==> src/rtl/muldiv_ctrl_pkg.sv <==
// Shared definitions for the iterative multiply/divide sequencer:
// operation codes and FSM state encodings.
package muldiv_ctrl_pkg;

  typedef logic [1:0] md_op_t;

  localparam md_op_t MD_MULT  = 2'b00;
  localparam md_op_t MD_MULTU = 2'b01;
  localparam md_op_t MD_DIV   = 2'b10;
  localparam md_op_t MD_DIVU  = 2'b11;

  localparam logic [1:0] S_IDLE = 2'b00;
  localparam logic [1:0] S_ZERO = 2'b01;
  localparam logic [1:0] S_RUN  = 2'b10;
  localparam logic [1:0] S_DONE = 2'b11;

  // Bit 1 of the op code selects divide over multiply.
  function automatic logic md_is_div(input md_op_t op);
    return op[1];
  endfunction

  // MULT and DIV treat their operands as two's complement.
  function automatic logic md_is_signed(input md_op_t op);
    return (op == MD_MULT) || (op == MD_DIV);
  endfunction

endpackage

==> src/rtl/muldiv_ctrl_if.sv <==
// EX-stage <-> multiply/divide sequencer handshake bundle.
interface muldiv_ctrl_if
  import muldiv_ctrl_pkg::*;
#(
  parameter int unsigned WIDTH = 32
);

  logic               start_i;
  md_op_t             op_i;
  logic [WIDTH-1:0]   opdata1_i;
  logic [WIDTH-1:0]   opdata2_i;
  logic               annul_i;
  logic [2*WIDTH-1:0] result_o;
  logic               ready_o;
  logic               stallreq_o;

  // EX stage side
  modport master (
    output start_i, op_i, opdata1_i, opdata2_i, annul_i,
    input  result_o, ready_o, stallreq_o
  );

  // Sequencer side
  modport slave (
    input  start_i, op_i, opdata1_i, opdata2_i, annul_i,
    output result_o, ready_o, stallreq_o
  );

endinterface

==> src/rtl/muldiv_step.sv <==
// One iteration of the sequencer datapath.
// Divide: restoring trial-subtract on acc = {remainder, dividend/quotient}.
// Multiply: conditional add of the multiplicand into acc[hi], then shift right,
// with the multiplier consumed from acc[lo].
module muldiv_step #(
  parameter int unsigned WIDTH = 32
) (
  input  logic               i_is_div,
  input  logic [2*WIDTH-1:0] i_acc,
  input  logic [WIDTH-1:0]   i_opnd,
  output logic [2*WIDTH-1:0] o_acc
);

  logic [WIDTH:0] w_partial;
  logic [WIDTH:0] w_diff;
  logic           w_ge;
  logic [WIDTH:0] w_sum;

  // Compute both step flavours and select by op class.
  always_comb begin
    // Divide: shifted remainder with the next dividend bit brought in.
    w_partial = i_acc[2*WIDTH-1:WIDTH-1];
    w_ge      = w_partial >= {1'b0, i_opnd};
    w_diff    = w_partial - {1'b0, i_opnd};
    // Multiply: add multiplicand when the current multiplier bit is set.
    w_sum     = {1'b0, i_acc[2*WIDTH-1:WIDTH]} + (i_acc[0] ? {1'b0, i_opnd} : '0);

    if (i_is_div) begin
      // Remainder stays below the divisor, so the difference fits in WIDTH bits.
      o_acc = w_ge ? {w_diff[WIDTH-1:0], i_acc[WIDTH-2:0], 1'b1}
                   : {i_acc[2*WIDTH-2:0], 1'b0};
    end else begin
      o_acc = {w_sum, i_acc[WIDTH-1:1]};
    end
  end

endmodule

==> src/rtl/muldiv_ctrl.sv <==
// Iterative MULT/MULTU/DIV/DIVU sequencer for the EX stage. Works on operand
// magnitudes one bit per cycle, applies sign correction when the last step
// completes, and holds the pipeline via stallreq_o while busy.
module muldiv_ctrl
  import muldiv_ctrl_pkg::*;
#(
  parameter int unsigned WIDTH = 32,
  parameter int unsigned CNT_W = 6
) (
  input logic           clk,
  input logic           rst,
  muldiv_ctrl_if.slave  bus
);

  logic [1:0]         r_state;
  logic [1:0]         w_state_nxt;
  logic [CNT_W-1:0]   r_cnt;
  md_op_t             r_op;
  logic [2*WIDTH-1:0] r_acc;
  logic [WIDTH-1:0]   r_opnd;
  logic               r_res_neg;
  logic               r_dvd_neg;
  logic [2*WIDTH-1:0] r_result;

  logic               w_signed_in;
  logic [WIDTH-1:0]   w_abs1;
  logic [WIDTH-1:0]   w_abs2;
  logic               w_accept;
  logic               w_div_zero;
  logic               w_last;
  logic [2*WIDTH-1:0] w_acc_step;
  logic [2*WIDTH-1:0] w_final;
  logic [WIDTH-1:0]   w_quo;
  logic [WIDTH-1:0]   w_rem;

  muldiv_step #(
    .WIDTH (WIDTH)
  ) u_step (
    .i_is_div (md_is_div(r_op)),
    .i_acc    (r_acc),
    .i_opnd   (r_opnd),
    .o_acc    (w_acc_step)
  );

  // Operand magnitudes and acceptance decode for the IDLE cycle.
  always_comb begin
    w_signed_in = md_is_signed(bus.op_i);
    // Most-negative value maps onto itself, which is its correct unsigned magnitude.
    w_abs1      = (w_signed_in && bus.opdata1_i[WIDTH-1]) ? -bus.opdata1_i : bus.opdata1_i;
    w_abs2      = (w_signed_in && bus.opdata2_i[WIDTH-1]) ? -bus.opdata2_i : bus.opdata2_i;
    w_accept    = (r_state == S_IDLE) && bus.start_i && !bus.annul_i;
    w_div_zero  = md_is_div(bus.op_i) && (bus.opdata2_i == '0);
    w_last      = r_cnt == CNT_W'(WIDTH - 1);
  end

  // Sign-corrected result from the final step, captured on RUN->DONE.
  always_comb begin
    w_quo = w_acc_step[WIDTH-1:0];
    w_rem = w_acc_step[2*WIDTH-1:WIDTH];
    if (md_is_div(r_op)) begin
      w_final = {(r_dvd_neg ? -w_rem : w_rem), (r_res_neg ? -w_quo : w_quo)};
    end else begin
      w_final = r_res_neg ? -w_acc_step : w_acc_step;
    end
  end

  // Next-state decode; annul abandons RUN/ZERO but never DONE.
  always_comb begin
    w_state_nxt = r_state;
    unique case (r_state)
      S_IDLE: begin
        if (w_accept) begin
          w_state_nxt = w_div_zero ? S_ZERO : S_RUN;
        end
      end
      S_RUN: begin
        if (bus.annul_i) begin
          w_state_nxt = S_IDLE;
        end else if (w_last) begin
          w_state_nxt = S_DONE;
        end
      end
      S_ZERO:  w_state_nxt = bus.annul_i ? S_IDLE : S_DONE;
      S_DONE:  w_state_nxt = bus.start_i ? S_DONE : S_IDLE;
      default: w_state_nxt = S_IDLE;
    endcase
  end

  // State, iteration counter, sign bookkeeping and result register.
  always_ff @(posedge clk) begin
    if (rst) begin
      r_state   <= S_IDLE;
      r_cnt     <= '0;
      r_op      <= MD_MULT;
      r_acc     <= '0;
      r_opnd    <= '0;
      r_res_neg <= 1'b0;
      r_dvd_neg <= 1'b0;
      r_result  <= '0;
    end else begin
      r_state <= w_state_nxt;
      if (w_accept) begin
        r_op      <= bus.op_i;
        r_cnt     <= '0;
        r_res_neg <= w_signed_in && (bus.opdata1_i[WIDTH-1] ^ bus.opdata2_i[WIDTH-1]);
        r_dvd_neg <= w_signed_in && md_is_div(bus.op_i) && bus.opdata1_i[WIDTH-1];
        if (md_is_div(bus.op_i)) begin
          r_acc  <= {{WIDTH{1'b0}}, w_abs1};
          r_opnd <= w_abs2;
        end else begin
          r_acc  <= {{WIDTH{1'b0}}, w_abs2};
          r_opnd <= w_abs1;
        end
      end else if ((r_state == S_RUN) && !bus.annul_i) begin
        r_acc <= w_acc_step;
        r_cnt <= r_cnt + CNT_W'(1);
        if (w_last) begin
          r_result <= w_final;
        end
      end else if (r_state == S_ZERO) begin
        r_result <= '0;
      end
    end
  end

  // Outputs: result only visible while DONE; stall while accepting or busy.
  always_comb begin
    bus.ready_o    = r_state == S_DONE;
    bus.result_o   = (r_state == S_DONE) ? r_result : '0;
    bus.stallreq_o = w_accept ||
                     (((r_state == S_RUN) || (r_state == S_ZERO)) && !bus.annul_i);
  end

endmodule

==> src/flat_wrapper.sv <==
// flat-port wrapper written by rule: the top's interface ports become plain ports
module muldiv_ctrl_flat import muldiv_ctrl_pkg::*;
#(
  parameter int unsigned WIDTH = 32,
  parameter int unsigned CNT_W = 6
)
  (clk, rst, bus_start_i, bus_op_i, bus_opdata1_i, bus_opdata2_i, bus_annul_i, bus_result_o, bus_ready_o, bus_stallreq_o);
  muldiv_ctrl_if #(.WIDTH(WIDTH)) bus_i ();
  input logic clk;
  input logic rst;
  input wire logic [$bits(bus_i.start_i)-1:0] bus_start_i;
  input wire logic [$bits(bus_i.op_i)-1:0] bus_op_i;
  input wire logic [$bits(bus_i.opdata1_i)-1:0] bus_opdata1_i;
  input wire logic [$bits(bus_i.opdata2_i)-1:0] bus_opdata2_i;
  input wire logic [$bits(bus_i.annul_i)-1:0] bus_annul_i;
  output wire logic [$bits(bus_i.result_o)-1:0] bus_result_o;
  output wire logic [$bits(bus_i.ready_o)-1:0] bus_ready_o;
  output wire logic [$bits(bus_i.stallreq_o)-1:0] bus_stallreq_o;
  assign bus_i.start_i = bus_start_i;
  assign bus_i.op_i = bus_op_i;
  assign bus_i.opdata1_i = bus_opdata1_i;
  assign bus_i.opdata2_i = bus_opdata2_i;
  assign bus_i.annul_i = bus_annul_i;
  assign bus_result_o = bus_i.result_o;
  assign bus_ready_o = bus_i.ready_o;
  assign bus_stallreq_o = bus_i.stallreq_o;
  muldiv_ctrl #(.WIDTH(WIDTH), .CNT_W(CNT_W)) u_core (.clk(clk), .rst(rst), .bus(bus_i));
endmodule
==> config.mk <==
export PLATFORM = sky130hd
export DESIGN_NAME = muldiv_ctrl_flat
export DESIGN_NICKNAME = d
export VERILOG_FILES = /design/src/rtl/muldiv_ctrl_pkg.sv /design/src/rtl/muldiv_ctrl_if.sv /design/src/rtl/muldiv_step.sv /design/src/rtl/muldiv_ctrl.sv /design/src/flat_wrapper.sv
export SDC_FILE = /design/constraint.sdc
export NUM_CORES = 1
export LEC_CHECK = 0
export CORE_AREA = 2 2 200 202
export DETAILED_ROUTE_END_ITERATION = 16
export DIE_AREA = 0 0 202 204
export PLACE_DENSITY = 0.66
export SLEW_MARGIN = 20
export SYNTH_ARGS = -nofsm -noshare
export SYNTH_HDL_FRONTEND = slang
export SYNTH_SLANG_ARGS = --single-unit
==> constraint.sdc <==
create_clock -name clk -period 10.2 [get_ports clk]
set_input_delay 2.04 -clock clk [delete_from_list [all_inputs] [get_ports clk]]
set_output_delay 2.04 -clock clk [all_outputs]
set_load 0.01 [all_outputs]
==> summary.txt <==
Outcome
  • Status: finished clean

Power and ir drop
  • Tot Pwr: 2.904 mW
  • VDD IR max: 0.0001347 V
  • Leak pwr: 6.736 nW
  • Cell area power density: 163.5 mW/mm^2

Die
  • FP Rows: 73
  • Chip width: 202 um
  • Boundary pin count: 136
  • Die height: 204 um
  • Full die area: 0.04121 mm^2
  • Initial Utilization: 39.51%
  • Core Area: 0.03918 mm^2

Setup path
  • WP data required: 10.52 ns
  • CP max stage cell: nor2_4
  • Crit-path cells: inv_1, ha_1, a21oi_2, o21ai_2, a2111oi_4, o211ai_2, nor2_4, nand2_1, o21ai_0, ha_1, or3b_2, or3_1, or2_2, nand2b_1, nor2_1, a31oi_1, a21o_1, o41ai_1, xor2_1, o21ai_1
  • R2R cell count: 20
  • RR Startpoint: u_core.r_opnd[28]$_SDFFE_PP0P_
  • Reg2Reg Setup Slack: 4.04 ns
  • CP most frequent cell: ha_1
  • Crit path arrival time: 6.48 ns
  • Critical Path Sink Type: flop
  • Crit path max-delay family: simple AND/OR/NAND/NOR gates
  • Reg2reg end: u_core.r_result[54]$_SDFFE_PP0P_
  • Buffers & Inverters on Critical Path: 1
  • CP max stage delay: 0.78 ns
  • CP Launch Type: flop
  • Worst-path maximum fanout: 28
  • WS Path Type: flop to flop

STA
  • Slew at the pin with the worst max-slew slack: 1.094 ns
  • Final Hold Viols: 0
  • Worst hold margin: 0.4450 ns
  • Setup TNS: 0 ns
  • Worst slew margin: 24.99%
  • Final slew viol count: 0
  • Final worst clock skew: 0.01332 ns
  • Unrepaired setup endpoints after global routing: no
  • Tmin final: 6.160 ns
  • Fmax: 0.1623 GHz
  • Setup violations, final: 0
  • Tcrit/Tclk final: 60.39%

GRT
  • Initial antenna violation count: 0
  • Total global routing overflow: 0
  • Vias in the first global route: 15.41k
  • Tot GR Track Use: 27.43%
  • Pin count of the biggest net entering global routing: 82
  • First-pass GRT wire length: 88,610 um

Logic synthesis
  • Post-Syn Instances: 2,150
  • Yosys reg bits: 171
  • Synthesized net count: 2,296
  • Number of synthesized flops with an enable pin: 0
  • Cell variety after synth: 90
  • Sequential-to-total area share from yosys stat: 22.11%
  • Asr flop ratio synth: 0%
  • Syn avg cell area: 7.201 um^2
  • Mapped cell area: 0.01548 mm^2
  • Ys Warns: 0
  • Ys flop type: dfxtp_1

Worst hold path
  • Hold-critical path depth: 2
  • Worst Hold Launch: u_core.r_result[59]$_SDFFE_PP0P_
  • Hold Path End: u_core.r_result[59]$_SDFFE_PP0P_
  • Hold WC Path Type: flop to flop

Clock network
  • Inserted Clock Buffers: 17
  • Clock slew at reported path FFs: 0.07 ns
  • Clock Path Buffers: 2
  • Hold-fix buffers, CTS: 0
  • CTS resizes: 0
  • H-Tree Depth: 4
  • CTS root buffer: clkbuf_16
  • Clock latency on the worst-skew pair: 0.46 ns
  • Clk sinks: 171
  • CTS tree: done
  • Setup bufs post-CTS: 0

Cells and area
  • Commonest non-fill, non-tap cells in the layout: 252 x nor2_1, 227 x nand2_1, 192 x a21oi_1
  • Post-synthesis to final-layout area growth: 14.73%
  • Nets: 2,340
  • N_diodes: 0
  • Most common cell after layout, fill and taps aside: nor2_1
  • # fillers: 3,952
  • Layout cell share with drive strength beyond 1: 5.165%
  • Layout Cells excl Fill: 2,732

Place
  • HPWL reported at the end of detailed placement: 44,120 um
  • Placed cell count: 2,700
  • RePlAce Congestion: 0.9742
  • Buffers added on ports: 135

Drt
  • WL per Instance: 21.05 um
  • DR DRC count: 0
  • Final wirelength: 57,500 um
  • Antenna viol nets, final: 0
  • Avg Vias per Cell: 5.904
  • Vias: 16.13k
  • Starting DRC count in detailed routing: 1,467
  • Drt pass-1 iters: 5

Run
  • Max-cap viol count: 0
==> power by group <==
part	switching (mW)	total, mW	internal, mW
clock network	0.325	0.704	0.379
registers	0.0712	0.794	0.722
logic	0.926	1.41	0.481
==> cell type report <==
class                      count  area, um^2  area share [%]
timing repair buffer         160        1531           8.622
multi-input combinational   1765       11240           63.26
clock buffer                  18       439.2           2.473
clock inverter                14       175.2          0.9862
sequential                   171        3427           19.29
tap                          525       656.9           3.698
inverter                      79       296.5           1.669
==> layer usage <==
layer | global-route usage [%] | wire length (um) | vias up
met5 | 0 | 0 | -
met2 | 47.55 | 27220 | 539
met4 | 12.53 | 2527 | 0
met1 | 34.16 | 24700 | 7688
met3 | 3.061 | 3053 | 109
li1 | - | - | 7795
==> cell usage after synthesis (10+ instances only) <==
| master | n | share of area (%) |
|---|---|---|
| nand2_1 | 227 | 5.5 |
| nor2b_1 | 17 | 0.69 |
| nor2_1 | 255 | 6.2 |
| nand3_1 | 32 | 1.0 |
| a22oi_1 | 60 | 2.9 |
| buf_2 | 20 | 0.65 |
| and2_1 | 107 | 4.3 |
| nor3b_1 | 10 | 0.48 |
| o41ai_1 | 11 | 0.62 |
| xnor2_1 | 84 | 4.8 |
| dfxtp_1 | 171 | 22 |
| and3_1 | 14 | 0.57 |
| o31ai_1 | 12 | 0.58 |
| a211oi_1 | 37 | 1.8 |
| mux2i_1 | 42 | 2.7 |
| a21oi_1 | 193 | 6.2 |
| o21a_1 | 11 | 0.53 |
| xor2_1 | 82 | 4.6 |
| inv_1 | 79 | 1.9 |
| nor4_1 | 18 | 0.73 |
| a31oi_1 | 22 | 0.89 |
| o211ai_1 | 66 | 3.2 |
| o21ai_1 | 16 | 0.52 |
| clkbuf_1 | 100 | 2.4 |
| nand4_1 | 21 | 0.85 |
| nor3_1 | 49 | 1.6 |
| or3_1 | 16 | 0.65 |
| a21o_1 | 25 | 1.2 |
| nand2b_1 | 14 | 0.57 |
| o21ai_0 | 102 | 3.3 |
| ha_1 | 74 | 6.0 |
==> sequential cells by signal, indices dropped and copies added (netlist names) <==
register,flops
u_core.r_acc,64
u_core.r_result,64
u_core.r_opnd,32
u_core.r_cnt,6
u_core.r_state,2
u_core.r_dvd_neg,1
u_core.r_op,1
u_core.r_res_neg,1
==> stage by stage <==
step | setup slack, ns | util [%] | instance area, um^2
2_1_floorplan | 5.104 | - | 15480
3_3_place_gp | 4.078 | 43.72 | 17130
3_5_place_dp | 4.013 | 43.76 | 17150
4_1_cts | 4.116 | 45.32 | 17760
5_1_grt | 3.672 | 45.33 | 17760
6_report | 4.040 | 45.33 | 17760
==> how the worst max path moves through the flow <==
stage	start	endpoint	slack [ns]	cells after the start
3_3_place_gp	bus_opdata2_i[2]	u_core.r_opnd[27]$_SDFFE_PP0P_	4.08	14
2_1_floorplan	u_core.r_op[1]$_SDFFE_PP0P_	u_core.r_result[54]$_SDFFE_PP0P_	5.10	21
4_1_cts	u_core.r_opnd[28]$_SDFFE_PP0P_	u_core.r_result[54]$_SDFFE_PP0P_	4.12	20
3_5_place_dp	bus_opdata2_i[2]	u_core.r_opnd[27]$_SDFFE_PP0P_	4.01	14
5_1_grt	u_core.r_opnd[26]$_SDFFE_PP0P_	u_core.r_result[40]$_SDFFE_PP0P_	3.67	19
6_report	u_core.r_opnd[28]$_SDFFE_PP0P_	u_core.r_result[54]$_SDFFE_PP0P_	4.04	20
==> logic make-up (layout without fill, tap and decap cells) <==
| logic type | after synthesis | after routing | synth area share, % |
|---|---|---|---|
| multiplexers | 47 | 47 | 3.103 |
| adder cells (fa/ha/maj) | 76 | 76 | 6.239 |
| buffers and inverters | 214 | 271 | 5.617 |
| AO/OA/AOI/OAI | 653 | 653 | 27.92 |
| XOR/XNOR | 166 | 166 | 9.391 |
| flip-flops | 171 | 171 | 22.11 |
| AND/OR/NAND/NOR | 823 | 823 | 25.62 |
==> worst reg2reg max path: stages (launching register included) <==
cell and delay, ns:
dfxtp_1 0.34, inv_1 0.05, ha_1 0.37, a21oi_2 0.20
o21ai_2 0.10, a2111oi_4 0.46, o211ai_2 0.30, nor2_4 0.78
nand2_1 0.17, o21ai_0 0.14, ha_1 0.24, or3b_2 0.52
or3_1 0.46, or2_2 0.34, nand2b_1 0.23, nor2_1 0.37
a31oi_1 0.14, a21o_1 0.23, o41ai_1 0.31, xor2_1 0.19
o21ai_1 0.08
(Power assumes the default switching activity.)
